$ cat config.mk
export PLATFORM = sky130hd
export DESIGN_NAME = operand_fetch
export DESIGN_NICKNAME = d
export VERILOG_FILES = /design/src/rtl/operand_fetch_pkg.sv /design/src/rtl/of_bypass_mux.sv /design/src/rtl/operand_fetch.sv
export SDC_FILE = /design/constraint.sdc
export NUM_CORES = 1
export LEC_CHECK = 0
export ABC_AREA = 0
export BUFFER_PORTS_ARGS = -buffer_cell sky130_fd_sc_hd__buf_4
export CAP_MARGIN = 10
export CORE_UTILIZATION = 53
export CTS_CLUSTER_DIAMETER = 200
export DETAILED_ROUTE_END_ITERATION = 6
export PLACE_DENSITY = 0.87
export SYNTH_ARGS = -nofsm -noshare
export SYNTH_HDL_FRONTEND = slang
export SYNTH_HIERARCHICAL = 1
export SYNTH_SLANG_ARGS = --single-unit
$ cat constraint.sdc
create_clock -name clk -period 3.16 [get_ports clk]
set_input_delay 0.316 -clock clk [delete_from_list [all_inputs] [get_ports clk]]
set_output_delay 0.316 -clock clk [all_outputs]
set_load 0.01 [all_outputs]
$ cat src/rtl/operand_fetch_pkg.sv
// Shared defaults and FSM state type for the operand fetch stage.
package operand_fetch_pkg;

  localparam int DATA_W_DEF = 32;
  localparam int ADDR_W_DEF = 5;
  localparam int CNT_W_DEF  = 16;
  localparam int REG_ZERO   = 0;

  typedef enum logic [1:0] {
    ST_EMPTY = 2'd0,
    ST_FULL  = 2'd1,
    ST_STALL = 2'd2
  } of_state_e;

endpackage

$ cat src/rtl/of_bypass_mux.sv
// Resolves one source operand from the zero register, EX/MEM bypasses or the register file.
module of_bypass_mux
  import operand_fetch_pkg::*;
#(
  parameter int DATA_W = DATA_W_DEF,
  parameter int ADDR_W = ADDR_W_DEF
) (
  input  logic [ADDR_W-1:0] idx,
  input  logic [DATA_W-1:0] rf_data,
  input  logic              ex_wen,
  input  logic              ex_load,
  input  logic [ADDR_W-1:0] ex_rd,
  input  logic [DATA_W-1:0] ex_data,
  input  logic              mem_wen,
  input  logic [ADDR_W-1:0] mem_rd,
  input  logic [DATA_W-1:0] mem_data,
  output logic [DATA_W-1:0] data
);

  // A load in EX has no data yet; the hazard logic stalls instead of bypassing it.
  always_comb begin
    data = rf_data;
    if (idx == ADDR_W'(REG_ZERO))
      data = '0;
    else if (ex_wen && !ex_load && (ex_rd == idx))
      data = ex_data;
    else if (mem_wen && (mem_rd == idx))
      data = mem_data;
  end

endmodule

$ cat src/rtl/operand_fetch.sv
// Operand fetch stage: register-file read, EX/MEM forwarding, load-use stall, one-entry output register.
//
// state    | meaning
// ST_EMPTY | output register holds no bundle
// ST_FULL  | output register holds a valid bundle for EX
// ST_STALL | load-use hazard pending, output register drained
module operand_fetch
  import operand_fetch_pkg::*;
#(
  parameter int DATA_W = DATA_W_DEF,
  parameter int ADDR_W = ADDR_W_DEF,
  parameter int CNT_W  = CNT_W_DEF
) (
  input  logic              clk,
  input  logic              rst_n,
  input  logic              in_valid,
  output logic              in_ready,
  input  logic [ADDR_W-1:0] in_rs,
  input  logic [ADDR_W-1:0] in_rt,
  input  logic [ADDR_W-1:0] in_rd,
  input  logic              in_wen,
  input  logic              in_load,
  output logic [ADDR_W-1:0] rf_raddr1,
  output logic [ADDR_W-1:0] rf_raddr2,
  input  logic [DATA_W-1:0] rf_rdata1,
  input  logic [DATA_W-1:0] rf_rdata2,
  input  logic              ex_wen,
  input  logic              ex_load,
  input  logic [ADDR_W-1:0] ex_rd,
  input  logic [DATA_W-1:0] ex_data,
  input  logic              mem_wen,
  input  logic [ADDR_W-1:0] mem_rd,
  input  logic [DATA_W-1:0] mem_data,
  output logic              out_valid,
  input  logic              out_ready,
  output logic [DATA_W-1:0] out_op1,
  output logic [DATA_W-1:0] out_op2,
  output logic [ADDR_W-1:0] out_rd,
  output logic              out_wen,
  output logic              out_load,
  output logic [CNT_W-1:0]  stall_cnt
);

  of_state_e         state;
  logic              hazard;
  logic              accept;
  logic [DATA_W-1:0] op1;
  logic [DATA_W-1:0] op2;

  assign rf_raddr1 = in_rs;
  assign rf_raddr2 = in_rt;

  assign hazard = in_valid & ex_wen & ex_load & (ex_rd != ADDR_W'(REG_ZERO)) &
                  ((ex_rd == in_rs) | (ex_rd == in_rt));
  assign out_valid = (state == ST_FULL);
  assign in_ready  = !hazard & (!out_valid | out_ready);
  assign accept    = in_valid & in_ready;

  of_bypass_mux #(.DATA_W(DATA_W), .ADDR_W(ADDR_W)) u_mux1 (
    .idx(in_rs), .rf_data(rf_rdata1),
    .ex_wen(ex_wen), .ex_load(ex_load), .ex_rd(ex_rd), .ex_data(ex_data),
    .mem_wen(mem_wen), .mem_rd(mem_rd), .mem_data(mem_data),
    .data(op1)
  );

  of_bypass_mux #(.DATA_W(DATA_W), .ADDR_W(ADDR_W)) u_mux2 (
    .idx(in_rt), .rf_data(rf_rdata2),
    .ex_wen(ex_wen), .ex_load(ex_load), .ex_rd(ex_rd), .ex_data(ex_data),
    .mem_wen(mem_wen), .mem_rd(mem_rd), .mem_data(mem_data),
    .data(op2)
  );

  always_ff @(posedge clk or negedge rst_n) begin
    if (!rst_n) begin
      state     <= ST_EMPTY;
      out_op1   <= '0;
      out_op2   <= '0;
      out_rd    <= '0;
      out_wen   <= 1'b0;
      out_load  <= 1'b0;
      stall_cnt <= '0;
    end else begin
      if (hazard && (stall_cnt != '1))
        stall_cnt <= stall_cnt + 1'b1;
      if (accept) begin
        state    <= ST_FULL;
        out_op1  <= op1;
        out_op2  <= op2;
        out_rd   <= in_rd;
        out_wen  <= in_wen;
        out_load <= in_load;
      end else if (state != ST_FULL || out_ready) begin
        // Bubble: nothing accepted and the held bundle (if any) has been taken.
        state <= hazard ? ST_STALL : ST_EMPTY;
      end
    end
  end

endmodule

-- Word level (Yosys, flattened, before mapping)
Index checks and enable logic that the tools add are counted.
Widths: inputs -> output; s select.
- bits in registers: 89
- input bits: 162
- multiplexer cells: 9
- equal/unequal tests: 7
- bitwise gates (word level): 8
- $add $sub $neg: 1
- reductions and logical operators: 14
- operators by type and width (kind ; number):
    $mux 32 ; 6
    $eq 5x5->1 ; 4
    $add 16x1->16 const B ; 1
    $ne 16x16->1 const B ; 1
    $logic_not 5->1 ; 2
    $and 1x1->1 ; 6
    $logic_and 1x1->1 ; 6
    $mux 2 ; 3
    $reduce_bool 5->1 ; 1
    $logic_not 1->1 ; 3
    $eq 2x1->1 const B ; 1
    $ne 2x1->1 const B ; 1
    $or 1x1->1 ; 2
    $reduce_bool 2->1 ; 1
    $logic_or 1x1->1 ; 1

-- Logic depth before layout (Yosys ltp)
- depth in word-level cells: 8
- gate-level depth with buffers: 6

-- Hierarchy
Netlist, hierarchy kept.
- modules (own cells, without submodules) (module ; instances ; area each (um^2) ; cells each):
    operand_fetch ; 1 ; 4053.9 ; 264
    of_bypass_mux ; 2 ; 1079.8 ; 176

-- Least setup slack after synthesis
OpenSTA, ideal clock, no wires.
- path kind: input to register
- start: in ex_rd[1]
- end: reg out_load
- path slack: 0.908 ns
- path buffers: 2
- setup time: 0.125 ns
- cell stages on the path: 6
- arrival: 2.127 ns
- data required time: 3.035 ns
- cell sequence: or4_4 -> o21a_1 -> buf_6 -> a211oi_4 -> buf_6 -> mux2_4
- cells in the longest elaborated chain, start to end: 6
- elaborated cells on any way between the ends: 9
- classes of those cells: 2 x eq/ne; 5 x bitwise; 2 x reduce/logical
- ends and longest elaborated chain (element ; line ; RTL):
    start, declared ; operand_fetch.sv:29 ; input logic [ADDR_W-1:0] ex_rd,
    $eq 5x5->1 / $reduce_bool 5->1 (equally long branches) ; operand_fetch.sv:54, operand_fetch.sv:53 ;
    $or 1x1->1 / $and 1x1->1 (equally long branches) ; operand_fetch.sv:54, operand_fetch.sv:53 ;
    $and 1x1->1 * ; operand_fetch.sv:53 ; assign hazard = in_valid & ex_wen & ex_load & (ex_rd != ADDR_W'(REG_ZERO)) &
    $logic_not 1->1 * ; operand_fetch.sv:56 ; assign in_ready = !hazard & (!out_valid | out_ready);
    $and 1x1->1 * ; operand_fetch.sv:56 ;
    $and 1x1->1 * ; operand_fetch.sv:57 ; assign accept = in_valid & in_ready;
    end signal, assigned ; operand_fetch.sv:91 ; out_load <= in_load;
    end, declared ; operand_fetch.sv:40 ; output logic out_load,
Mark *: on every way between the ends. The rest lies on a longest branch, timed or not.
A chain may end at the register's enable or synchronous reset.

-- Worst setup path after layout
- start: reg stall_cnt[2]
- end: reg stall_cnt[1]
- cells in the longest elaborated chain, start to end: 2
- ends and longest elaborated chain (element ; line ; RTL):
    start, declared ; operand_fetch.sv:41 ; output logic [CNT_W-1:0] stall_cnt
    start signal, assigned ; operand_fetch.sv:84 ; stall_cnt <= stall_cnt + 1'b1;
    $ne 16x16->1 ; operand_fetch.sv:83 ; if (hazard && (stall_cnt != '1))
    $logic_and 1x1->1 ; operand_fetch.sv:83 ;
No other way between the ends.

==> impl_metrics.tcl <==
set metrics [dict create \
    status "finished clean" \
    finalHoldViolCount 0 \
    place_ws_ns 0.593 \
    gp_congestion 0.868 \
    syn_to_final_growth_pct 36.4 \
    portBuffers 260 \
    drv_slew 0 \
    io-pin-count 261 \
    initial_utilization_pct 54.4 \
    num_antenna_cells 0 \
    drive_gt1_share_pct 46.3 \
    hpwl_mm 15.4 \
    final.period_utilization_pct 75.1 \
    gr-usage-all-layers_pct 36.5 \
    wl_per_cell_um 22.9 \
    cts_buffers 9 \
    crit_fanout 12 \
    fillers 806 \
    first_global_vias 6670 \
    setup.worst_path.start "stall_cnt[2]" \
    finalPower_mw 3.72 \
    insertion_delay_ns 0.35 \
    yosys_warnings 6 \
    multi_input_area_um2 3590 \
    clock_sink_count 89 \
    ys_seq_area_share_pct 35.8 \
    cts.clk_slew.worst_paths_ns 0.07 \
    ir_worst_vdd_mv 0.371 \
    seq_area_um2 2230 \
    leakagePower_nw 3.61 \
    drv_cap 0 \
    cts_root_buf "clkbuf_16" \
    drt_wl_total_mm 22.5 \
    crit_slowest_cell "or4_1" \
    cp-start-kind "register" \
    rr_startpoint "stall_cnt[2]" \
    r2r-end "stall_cnt[1]" \
    drtIter0Drc 775 \
    synth_area_um2 6210 \
    cts_tree "yes" \
    die_y_um 110 \
    crit_chain "and4_1 -> nand3_1 -> or4_1 -> nand3_1 -> mux2_2" \
    clockBufferDepth 2 \
    grt.busiest_layer "met2" \
    grt_pass1_wl_mm 33.4 \
    drt_pass1_iterations 7 \
    grt_use_met1_pct 45.4 \
    drc 0 \
    cts_max_level 3 \
    use_met2_pct 57.4 \
    crit_path_end_kind "register" \
    synth_fp_nets 779 \
    fp.dieArea_um2 12200 \
    post-cts-setup-buffers 0 \
    coreArea_um2 11400 \
    fin_ws_ns 0.786 \
    ys_ff_latch 89 \
    finalClockSkew_ns 0.00749 \
    reg2reg_slack_ns 0.79 \
    ant_nets 0 \
    synth_cell_types 39 \
    worst_pin_slew_ns 1.14 \
    powerDensity_nw_per_um2 439 \
    grtUsageMet3_pct 6.76 \
    syn-mean-instance-area_um2 10.1 \
    critPathKind "register to register" \
    vias_per_cell 6.83 \
    max_stage_delay_ns 0.76 \
    crit_end "stall_cnt[1]" \
    cpMostUsedCell "nand3_1" \
    critPathRequiredTime_ns 3.39 \
    tns_ns 0 \
    layout_min_cycle_time_ns 2.37 \
    overflow 0 \
    die_x_um 110 \
    rr_worst_depth 5 \
    grt_max_degree 65 \
    rows 39 \
    finalSetupViolCount 0 \
    hp-start "in_valid" \
    rsz0062_at_grt "no" \
    cp.arrival_ns 2.60 \
    max_slew_margin_pct 24.1 \
    via_count 6711 \
    synth_cells 616 \
    nets 998 \
    antenna_found_initial 0 \
    holdCritPathClass "input pin to register" \
    max_freq_mhz 421 \
]
-- routing by layer --
metal	vias to the layer above	share of wire, %
li1	2826	-
met1	3161	37
met2	581	47
met3	143	11
met4	0	5.6
met5	-	0
-- worst min path at each step --
stage | slack, ns | cells after the start | end
6_report | 0.18 | 2 | state[0]
5_1_grt | 0.19 | 2 | out_rd[3]
4_1_cts | 0.18 | 2 | state[0]
3_5_place_dp | 0.36 | 1 | out_op2[12]
3_3_place_gp | 0.35 | 1 | out_op2[12]
2_1_floorplan | 0.02 | 0 | out_load
-- critical path: cells and delay by family, from the launching register on --
family	cells	cell delay, ns
and+or+nand+nor	4	1.43
muxes	1	0.36
DFF	1	0.46
-- stage by stage --
step	std cells	util [%]	area (µm²)	hold slack [ns]
after floorplan	616	-	6210	0.0204
after global placement	964	71.4	8150	0.350
after detailed placement	964	71.4	8150	0.364
after CTS	981	73.9	8440	0.178
after global routing	983	74.2	8470	0.187
final	983	74.2	8470	0.185
-- final cells by class --
type,instances,area share [%]
tap,143,2.11
inverter,3,0.133
sequential,89,26.3
timing repair buffer,284,25.8
multi-input combinational,448,42.4
clock buffer,9,2.66
clock inverter,7,0.635
-- sequential cells by signal (all words and copies together) (netlist names) --
register,flops
out_op1,32
state,2
out_load,1
out_wen,1
stall_cnt,16
out_op2,32
out_rd,5
-- cell usage after synthesis (all sizes together) --
library cell   n  share of area, %
nor3          66               5.3
nor4           1              0.10
a311oi        60               8.7
and4           3              0.42
ha             1              0.20
and3           5              0.54
o22a           4              0.56
nor2           6              0.36
o22ai          1              0.20
nand2b         1              0.10
dfrtp         89                36
and2b          2              0.28
o21ai         65               5.2
a21o           1              0.12
nand3         17               1.4
nand3b         2              0.24
or2            2              0.20
mux2          75                18
nand4         73               7.6
a21oi          1             0.080
clkbuf        38               2.3
buf           38               4.2
or4            4              0.54
a211oi         5              0.81
nand2          9              0.54
o21a           1              0.12
nand4b         1              0.14
inv            3              0.18
xnor2         42               5.9
-- report_power, final --
part	internal (mW)	switching [mW]
combinational	0.686	0.554
clock	0.539	0.503
sequential	1.31	0.129
-- placed cells by master, fill, tap and decap left out, types with 2 or more instances in the layout --
cell type and count:
nor2_1 4, clkinvlp_4 3, and3_2 2, or4_1 3, or2_1 2, buf_4 278, clkbuf_16 9, inv_6 2
mux2_4 70, nand4_2 2, o21ai_0 63, nor2_2 2, nand3b_1 2, o21ai_1 2, nand2_1 9, dfrtp_1 89
and4_1 3, and3_1 3, mux2_2 5, nor3_1 66, nand3_1 17, inv_1 3, a311oi_1 58, nand4_1 71
xnor2_2 2, buf_8 2, o22a_1 4, and2b_2 2, a311oi_2 2, a211oi_1 4, xnor2_1 40, buf_12 3
-- cell families (layout without fill, tap and decap cells) --
| logic type | after synthesis | in the layout | synth area share, % |
|---|---|---|---|
| fa+ha+maj | 1 | 1 | 0.201 |
| compound gates | 138 | 138 | 15.8 |
| buf+inv | 79 | 303 | 6.71 |
| xor+xnor | 42 | 42 | 5.92 |
| flops | 89 | 89 | 35.8 |
| mux | 75 | 75 | 17.8 |
| simple gates | 192 | 192 | 17.7 |
-- repair_timing --
action	4_1_cts	5_1_grt
resized for setup	0	0
hold buffers	1	0
endpoints found under the hold margin	17	0
No activity file was read; power rests on OpenSTA's default activity.
